$ cat config.mk
export PLATFORM = sky130hd
export DESIGN_NAME = serial_add_unit
export DESIGN_NICKNAME = d
export VERILOG_FILES = /design/src/rtl/serial_add_pkg.sv /design/src/rtl/fa_bit.sv /design/src/rtl/serial_add_unit.sv
export SDC_FILE = /design/constraint.sdc
export NUM_CORES = 1
export LEC_CHECK = 0
export CAP_MARGIN = 40
export CORE_UTILIZATION = 49
export DETAILED_ROUTE_END_ITERATION = 16
export HOLD_SLACK_MARGIN = 0.12
export PLACE_DENSITY = 0.83
export SLEW_MARGIN = 10
export SYNTH_ARGS = -nofsm -noshare
export SYNTH_HDL_FRONTEND = slang
export SYNTH_SLANG_ARGS = --single-unit
$ cat constraint.sdc
create_clock -name clk -period 1.34 [get_ports clk]
set_input_delay 0.268 -clock clk [delete_from_list [all_inputs] [get_ports clk]]
set_output_delay 0.268 -clock clk [all_outputs]
set_load 0.02 [all_outputs]
$ cat src/rtl/serial_add_pkg.sv
// -----------------------------------------------------------------------------
// serial_add_pkg
// Types and constants shared by the bit-serial adder and its testbench.
//   state_t   : FSM state encoding (IDLE=0, RUN=1, FIN=2)
//   DEF_WIDTH : default operand width in bits
// -----------------------------------------------------------------------------
package serial_add_pkg;

    localparam int DEF_WIDTH = 8;

    typedef enum logic [1:0] {
        IDLE = 2'd0,
        RUN  = 2'd1,
        FIN  = 2'd2
    } state_t;

endpackage : serial_add_pkg

$ cat src/rtl/fa_bit.sv
// -----------------------------------------------------------------------------
// fa_bit
// Single-bit full adder built from gate primitives.
// Ports:
//   A, B  : addend bits
//   Cin   : carry in
//   S     : sum bit        (A ^ B ^ Cin)
//   Cout  : carry out      (A & B) | ((A ^ B) & Cin)
// -----------------------------------------------------------------------------
module fa_bit (
    input  logic A,
    input  logic B,
    input  logic Cin,
    output logic S,
    output logic Cout
);

    logic w_p;  // propagate
    logic w_g;  // generate
    logic w_t;  // carry propagated from Cin

    xor u_xor_p (w_p, A, B);
    xor u_xor_s (S, w_p, Cin);
    and u_and_g (w_g, A, B);
    and u_and_t (w_t, w_p, Cin);
    or  u_or_c  (Cout, w_g, w_t);

endmodule : fa_bit

$ cat src/rtl/serial_add_unit.sv
// -----------------------------------------------------------------------------
// serial_add_unit
// Bit-serial WIDTH-bit adder. Captures A, B and Cin on an accepted start, then
// pushes one bit pair per clock (LSB first) through a single fa_bit cell with
// the carry fed back through a flop. After WIDTH RUN cycles the sum and final
// carry are registered and done pulses for one cycle.
// Ports:
//   clk   : clock, all state changes on the rising edge
//   rst   : synchronous, active-high reset
//   start : request, sampled only while not busy (IDLE or FIN)
//   A, B  : operands, captured on an accepted start
//   Cin   : carry in, captured on an accepted start
//   busy  : high while the serial addition is running
//   done  : one-cycle pulse, S/Cout valid in this cycle
//   S     : registered sum, held until the next done
//   Cout  : registered carry out, held with S
// -----------------------------------------------------------------------------
module serial_add_unit
    import serial_add_pkg::*;
#(
    parameter int WIDTH = DEF_WIDTH
) (
    input  logic             clk,
    input  logic             rst,
    input  logic             start,
    input  logic [WIDTH-1:0] A,
    input  logic [WIDTH-1:0] B,
    input  logic             Cin,
    output logic             busy,
    output logic             done,
    output logic [WIDTH-1:0] S,
    output logic             Cout
);

    localparam int CNT_W = $clog2(WIDTH);

    state_t r_state;
    state_t w_next_state;

    logic [WIDTH-1:0] r_sa;
    logic [WIDTH-1:0] r_sb;
    logic [WIDTH-1:0] r_acc;
    logic [WIDTH-1:0] r_s;
    logic [CNT_W-1:0] r_cnt;
    logic             r_c;
    logic             r_cout;

    logic w_accept;
    logic w_last;
    logic w_sum;
    logic w_carry;

    // FIN counts as "not busy", so a start held through FIN restarts at once.
    assign w_accept = start && (r_state == IDLE || r_state == FIN);
    assign w_last   = (r_state == RUN) && (r_cnt == CNT_W'(WIDTH - 1));

    fa_bit u_fa (
        .A    (r_sa[0]),
        .B    (r_sb[0]),
        .Cin  (r_c),
        .S    (w_sum),
        .Cout (w_carry)
    );

    // ---------------------------------------------------------------- FSM
    // NOTE: sequential state uses non-blocking assignments so every flop
    // samples the pre-edge value of every other flop, independent of order.
    always_ff @(posedge clk) begin
        if (rst) begin
            r_state <= IDLE;
        end else begin
            r_state <= w_next_state;
        end
    end

    // NOTE: the next state gets a default before the case so no path leaves
    // it unassigned; otherwise a latch would be inferred.
    always_comb begin
        w_next_state = r_state;
        case (r_state)
            IDLE:    if (start) w_next_state = RUN;
            RUN:     if (w_last) w_next_state = FIN;
            FIN:     w_next_state = start ? RUN : IDLE;
            default: w_next_state = IDLE;
        endcase
    end

    assign busy = (r_state == RUN);
    assign done = (r_state == FIN);

    // ----------------------------------------------------------- datapath
    // NOTE: every datapath flop is cleared by reset so an add aborted
    // mid-RUN leaves no stale operand, carry or partial sum behind.
    always_ff @(posedge clk) begin
        if (rst) begin
            r_sa   <= '0;
            r_sb   <= '0;
            r_acc  <= '0;
            r_c    <= 1'b0;
            r_cnt  <= '0;
            r_s    <= '0;
            r_cout <= 1'b0;
        end else if (w_accept) begin
            // S/Cout are left alone so the previous result stays visible.
            r_sa  <= A;
            r_sb  <= B;
            r_c   <= Cin;
            r_cnt <= '0;
            r_acc <= '0;
        end else if (r_state == RUN) begin
            r_sa  <= r_sa >> 1;
            r_sb  <= r_sb >> 1;
            r_acc <= {w_sum, r_acc[WIDTH-1:1]};
            r_c   <= w_carry;
            r_cnt <= r_cnt + 1'b1;
            if (w_last) begin
                // Final sum bit goes straight to S; r_acc has not taken it yet.
                r_s    <= {w_sum, r_acc[WIDTH-1:1]};
                r_cout <= w_carry;
            end
        end
    end

    assign S    = r_s;
    assign Cout = r_cout;

endmodule : serial_add_unit

## Yosys cells after proc, flatten, opt, wreduce, memory -nomap -nowiden

Cells that the tools add are included.

- $add $sub $neg: 1
- Equal/unequal tests: 5
- Multiplexer cells: 10
- Bitwise logic cells: 6
- Reductions and logical operators: 8

Operators with widths:

| kind | number |
|---|---|
| $mux 8 | 4 |
| $pmux 2 s3 | 1 |
| $mux 2 | 2 |
| $add 3x1->3 const B | 1 |
| $eq 3x3->1 const B | 1 |
| $mux 1 | 3 |
| $reduce_and 3->1 | 1 |
| $and 1x1->1 | 2 |
| $eq 2x1->1 const B | 1 |
| $eq 2x2->1 const B | 1 |
| $logic_and 1x1->1 | 2 |
| $logic_not 2->1 | 1 |
| $ne 2x1->1 const B | 1 |
| $ne 2x2->1 const B | 1 |
| $reduce_and 2->1 | 1 |
| $reduce_bool 2->1 | 1 |
| $reduce_or 2->1 | 1 |
| $xor 1x1->1 | 2 |
| $logic_or 1x1->1 | 1 |
| $not 1->1 | 1 |
| $or 1x1->1 | 1 |

- Flip-flop bits (word level): 39
- Input bits: 20
- Logic and storage cells: 38

## Longest topological paths before layout

- Depth in word-level cells: 5
- Gate-level depth with buffers: 6

## Hierarchy

Synthesis repeated with hierarchy kept, for this count alone.

- Cells, all modules: 175
- Area total of the unflattened synthesis: 1,512.7 sq um

Modules (own cells, without submodules):

| module | instances | cells each | area each (sq um) | seq. area each (sq um) |
|---|---|---|---|---|
| serial_add_unit | 1 | 174 | 1,492.7 | 760.7 |
| fa_bit | 1 | 1 | 20.0 | 0.0 |

## Worst setup path before layout

No wires, ideal clock.

- Path type: register to register
- Start point: reg r_cnt[0]
- End point: reg r_state[0]
- Arrival: 1,067 ps
- Required time: 1,223 ps
- Slack: 155 ps
- Stages on the path, launching flop included: 6
- Buffers on the path: 1
- Period minus slack after synthesis: 1,185 ps
- Path through: dfxtp_1 -> ha_1 -> ha_1 -> clkbuf_1 -> o21a_1 -> nor2_1

- Word-level cells in the longest chain between the ends: 4

Ends and longest elaborated chain:

| item | RTL line | source |
|---|---|---|
| start, declared | serial_add_unit.sv:44 | `logic [CNT_W-1:0] r_cnt;` |
| start signal, assigned | serial_add_unit.sv:115 | `r_cnt <= r_cnt + 1'b1;` |
| $eq 3x3->1 | serial_add_unit.sv:55 | `assign w_last = (r_state == RUN) && (r_cnt == CNT_W'(WIDTH - 1));` |
| $logic_and 1x1->1 | serial_add_unit.sv:55 |  |
| $ne 2x1->1 (no source line) | - |  |
| $reduce_and 2->1 (no source line) | - |  |
| end signal, assigned | serial_add_unit.sv:72 | `r_state <= w_next_state;` |
| end, declared | serial_add_unit.sv:37 | `state_t r_state;` |

Every way passes these cells.
A chain may end at the register's enable or synchronous reset.

## Final worst setup path

- Start point: reg r_cnt[0]
- End point: reg r_s[4] (netlist: S[4])

- Word-level cells in the longest chain between the ends: 3

Ends and longest elaborated chain:

| item | RTL line | source |
|---|---|---|
| $eq 3x3->1 | serial_add_unit.sv:55 |  |
| $logic_and 1x1->1 | serial_add_unit.sv:55 |  |
| $reduce_and 3->1 (no source line) | - |  |
| end signal, assigned | serial_add_unit.sv:118 | `r_s <= {w_sum, r_acc[WIDTH-1:1]};` |
| end, declared | serial_add_unit.sv:43 | `logic [WIDTH-1:0] r_s;` |

Every way passes these cells.

==> results by group <==
Place
  – Routability cong.: 0.7284
  – Dpl cell area: 1863 µm²
  – # port buffers: 30
  – Post-DP HPWL: 2155 µm

CTS
  – Max Root-Sink Buffers: 2
  – Hold buffer count at CTS: 0
  – Clock transition at path regs: 0.10 ns
  – CTS buffer count: 5
  – CTS tree: built
  – Clk Latency, worst-skew pair: 0.32 ns
  – Root Buffer Master: clkbuf_4
  – Clk sinks: 38
  – H-tree depth: 2

Global routing
  – Total track usage: 21.33%
  – GR Overflow Total: 0
  – Initial antenna violation count: 0
  – Vias in the first global route: 1215
  – First-pass GRT wire length: 5457 µm
  – Pin count of the biggest net entering global routing: 36

Timing
  – Post-route clock period utilization: 97.02%
  – Final Skew: 0.004530 ns
  – Total negative slack: 0 ns
  – Max-slew headroom: 82.57%
  – Fmax: 769.2 MHz
  – Least-Margin Pin Slew: 0.2597 ns
  – Max-slew violation count: 0
  – Endpoints failing setup: 0
  – Final hold vios: 0
  – Final critical delay including setup and external delays: 1.300 ns

Finish
  – Layout cells sized above 1: 12.98%
  – N_diodes: 0
  – Final Util: 69.70%
  – Cell area after layout: 1972 µm²
  – P&R area growth vs syn: 30.46%
  – Nets: 232
  – Commonest cells after routing, fill and taps aside: nand2_1 (36), dfxtp_1 (35), a21oi_1 (21), clkdlybuf4s50_1 (19), nor3_1 (17)
  – Commonest non-fill, non-tap cell in the layout: nand2_1

Worst hold path
  – Hold Path Class: register to register

Logic synthesis
  – YS warnings: 0
  – Synth Area in Compound Gates: 14.90%
  – Distinct cells, synth: 25
  – XOR/XNOR Fraction of Synth Area: 0.5795%
  – Post-Syn Nets: 198
  – Simple-gate area share of the yosys netlist: 23.34%
  – Synthesized area per cell: 8.637 µm²
  – Synth Area in Adders: 2.980%
  – Mapped Area: 1511 µm²
  – Mux share of post-synthesis cell area: 0.6623%
  – Largest family of logic cells by synthesized area: simple AND/OR/NAND/NOR gates
  – Cell count after synthesis: 175
  – Seq/Total Area, Yosys: 50.33%
  – FF+latch count, synth: 38

Critical path
  – Reg-to-Reg Start: r_cnt[0]
  – CP Launch Point: r_cnt[0]
  – Worst path max stage delay: 0.36 ns
  – Crit Path Class: register to register
  – Worst reg-to-reg setup slack: 0.04 ns
  – Critical Path Stages: 6
  – R2R Path End: S[4]
  – Cells on worst reg2reg path: 6
  – CP required: 1.60 ns
  – Top delay family on crit path: flip-flops
  – Most frequent CP cell: ha_4
  – Crit. End Element: register
  – CP bufs+invs: 1
  – Worst path slowest cell: dfxtp_2
  – Crit path arrival time: 1.56 ns
  – CP endpoint: S[4]
  – CP max FO: 5
  – Startpoint Class: register
  – Critical path cell sequence: ha_4 > ha_4 > nand3b_1 > clkbuf_16 > nand2_1 > a21oi_1

Power and ir drop
  – Overall power: 2.105 mW
  – Pleak: 0.7463 nW
  – VDD IR max: 0.7448 mV
  – PwrDens: 1068 nW/µm²

Drt
  – Final ANT Viol Nets: 0
  – WL per Instance: 14.44 µm
  – Drt initial violations: 67
  – First-pass detailed-route iteration total: 10
  – Residual DRC: 1
  – Routed vias/inst: 5.732
  – WL final: 3450 µm
  – Vias: 1370

Run
  – Max Cap Viol: 0

Outcome
  – Outcome: finished with violations
  – Failing checks: design-rule violations

Floorplan
  – CORE AREA: 2829 µm²
  – Die ar.: 3311 µm²
  – # rows: 19
  – Die Ht: 57.54 µm
  – Effective utilization at floorplan: 53.43%
  – I/O pin total: 31
  – Die Wd: 57.54 µm
-- area by class of cell --
cell class,instances,area [µm²]
clock buffer,6,51.30
inverter,1,8.758
tap,31,38.79
fill,226,857.1
timing repair buffer,41,430.4
sequential,38,764.5
multi-input combinational,122,678.2
-- worst min-delay path by stage --
stage                         from  endpoint  slack [ns]  depth (start not counted)
after floorplan               A[7]   r_sa[7]        0.40                          2
after global placement    r_cnt[1]  r_cnt[1]        0.44                          2
after detailed placement      S[7]      S[7]        0.45                          2
after CTS                     S[7]      S[7]        0.46                          2
after global routing          S[7]      S[7]        0.48                          2
final                         S[3]      S[3]        0.45                          2
-- metal layers --
metal  wire (µm)  global-route usage, %  vias to the layer above
met5           0                      0                        -
met4          68                  9.408                        0
met3         218                  4.989                        8
met2        1674                  33.55                       49
met1        1488                  27.94                      639
li1            -                      -                      674
-- synth_stat cells --
master	n	share of area (%)
buf_2	4	1.3
dfxtp_1	38	50
nand3_1	13	4.3
a22oi_1	3	1.5
nand3b_1	1	0.50
nor2_1	7	1.7
a21oi_1	22	7.3
and2b_1	1	0.50
nor2b_1	1	0.41
buf_4	3	1.5
clkbuf_1	2	0.50
nor3_1	17	5.6
a311oi_1	4	2.3
inv_6	1	0.58
clkbuf_2	1	0.33
nand2b_1	2	0.83
buf_6	4	3.0
or2b_1	1	0.50
fa_1	1	1.3
ha_1	2	1.7
o22ai_1	8	3.3
o21a_1	1	0.50
mux2i_1	1	0.66
xnor2_1	1	0.58
nand2_1	36	8.9
-- cells by family after synthesis --
| kind of cell | Yosys count |
|---|---|
| and+or+nand+nor | 79 |
| AOI/OAI and AO/OA | 38 |
| DFF | 38 |
| buffers and inverters | 15 |
| adders and majority gates | 3 |
| xor gates and xnor gates | 1 |
| muxes | 1 |
-- metrics by stage --
step	hold WS, ns	std cells	setup WS [ns]
final	0.4537	239	0.03994
after global routing	0.4806	239	-0.01162
after CTS	0.4583	238	-0.01160
after detailed placement	0.4473	232	-0.2197
after global placement	0.4416	232	-0.1372
after floorplan	0.4040	175	0.1555
-- sequential cells by signal, indices dropped and copies added, names as in the netlist --
name and flops:
r_c 1, r_sa 8, S 8, Cout 1, r_sb 8, r_state 2
r_acc 7, r_cnt 3
-- where the power goes --
part	leakage (nW)	total [mW]	internal [mW]	switching [mW]
Combinational	0.405	0.319	0.161	0.158
Clock	0.0302	0.565	0.237	0.328
Sequential	0.311	1.22	1.18	0.0381
Total	0.746	2.11	1.58	0.524
-- tightest hold or removal path, stage by stage (launching register included) --
cell	delay, ns
dfxtp_1	0.32
nand2_1	0.05
a21oi_1	0.05
-- repair_timing --
action / in CTS / in global routing
buffers inserted: 0 / 0
resized for setup: 19 / 12
pin swaps: 0 / 4
gates cloned: 0 / 1
endpoints found under the setup margin: 15 / 10
Power figures use the tool's default switching activity.
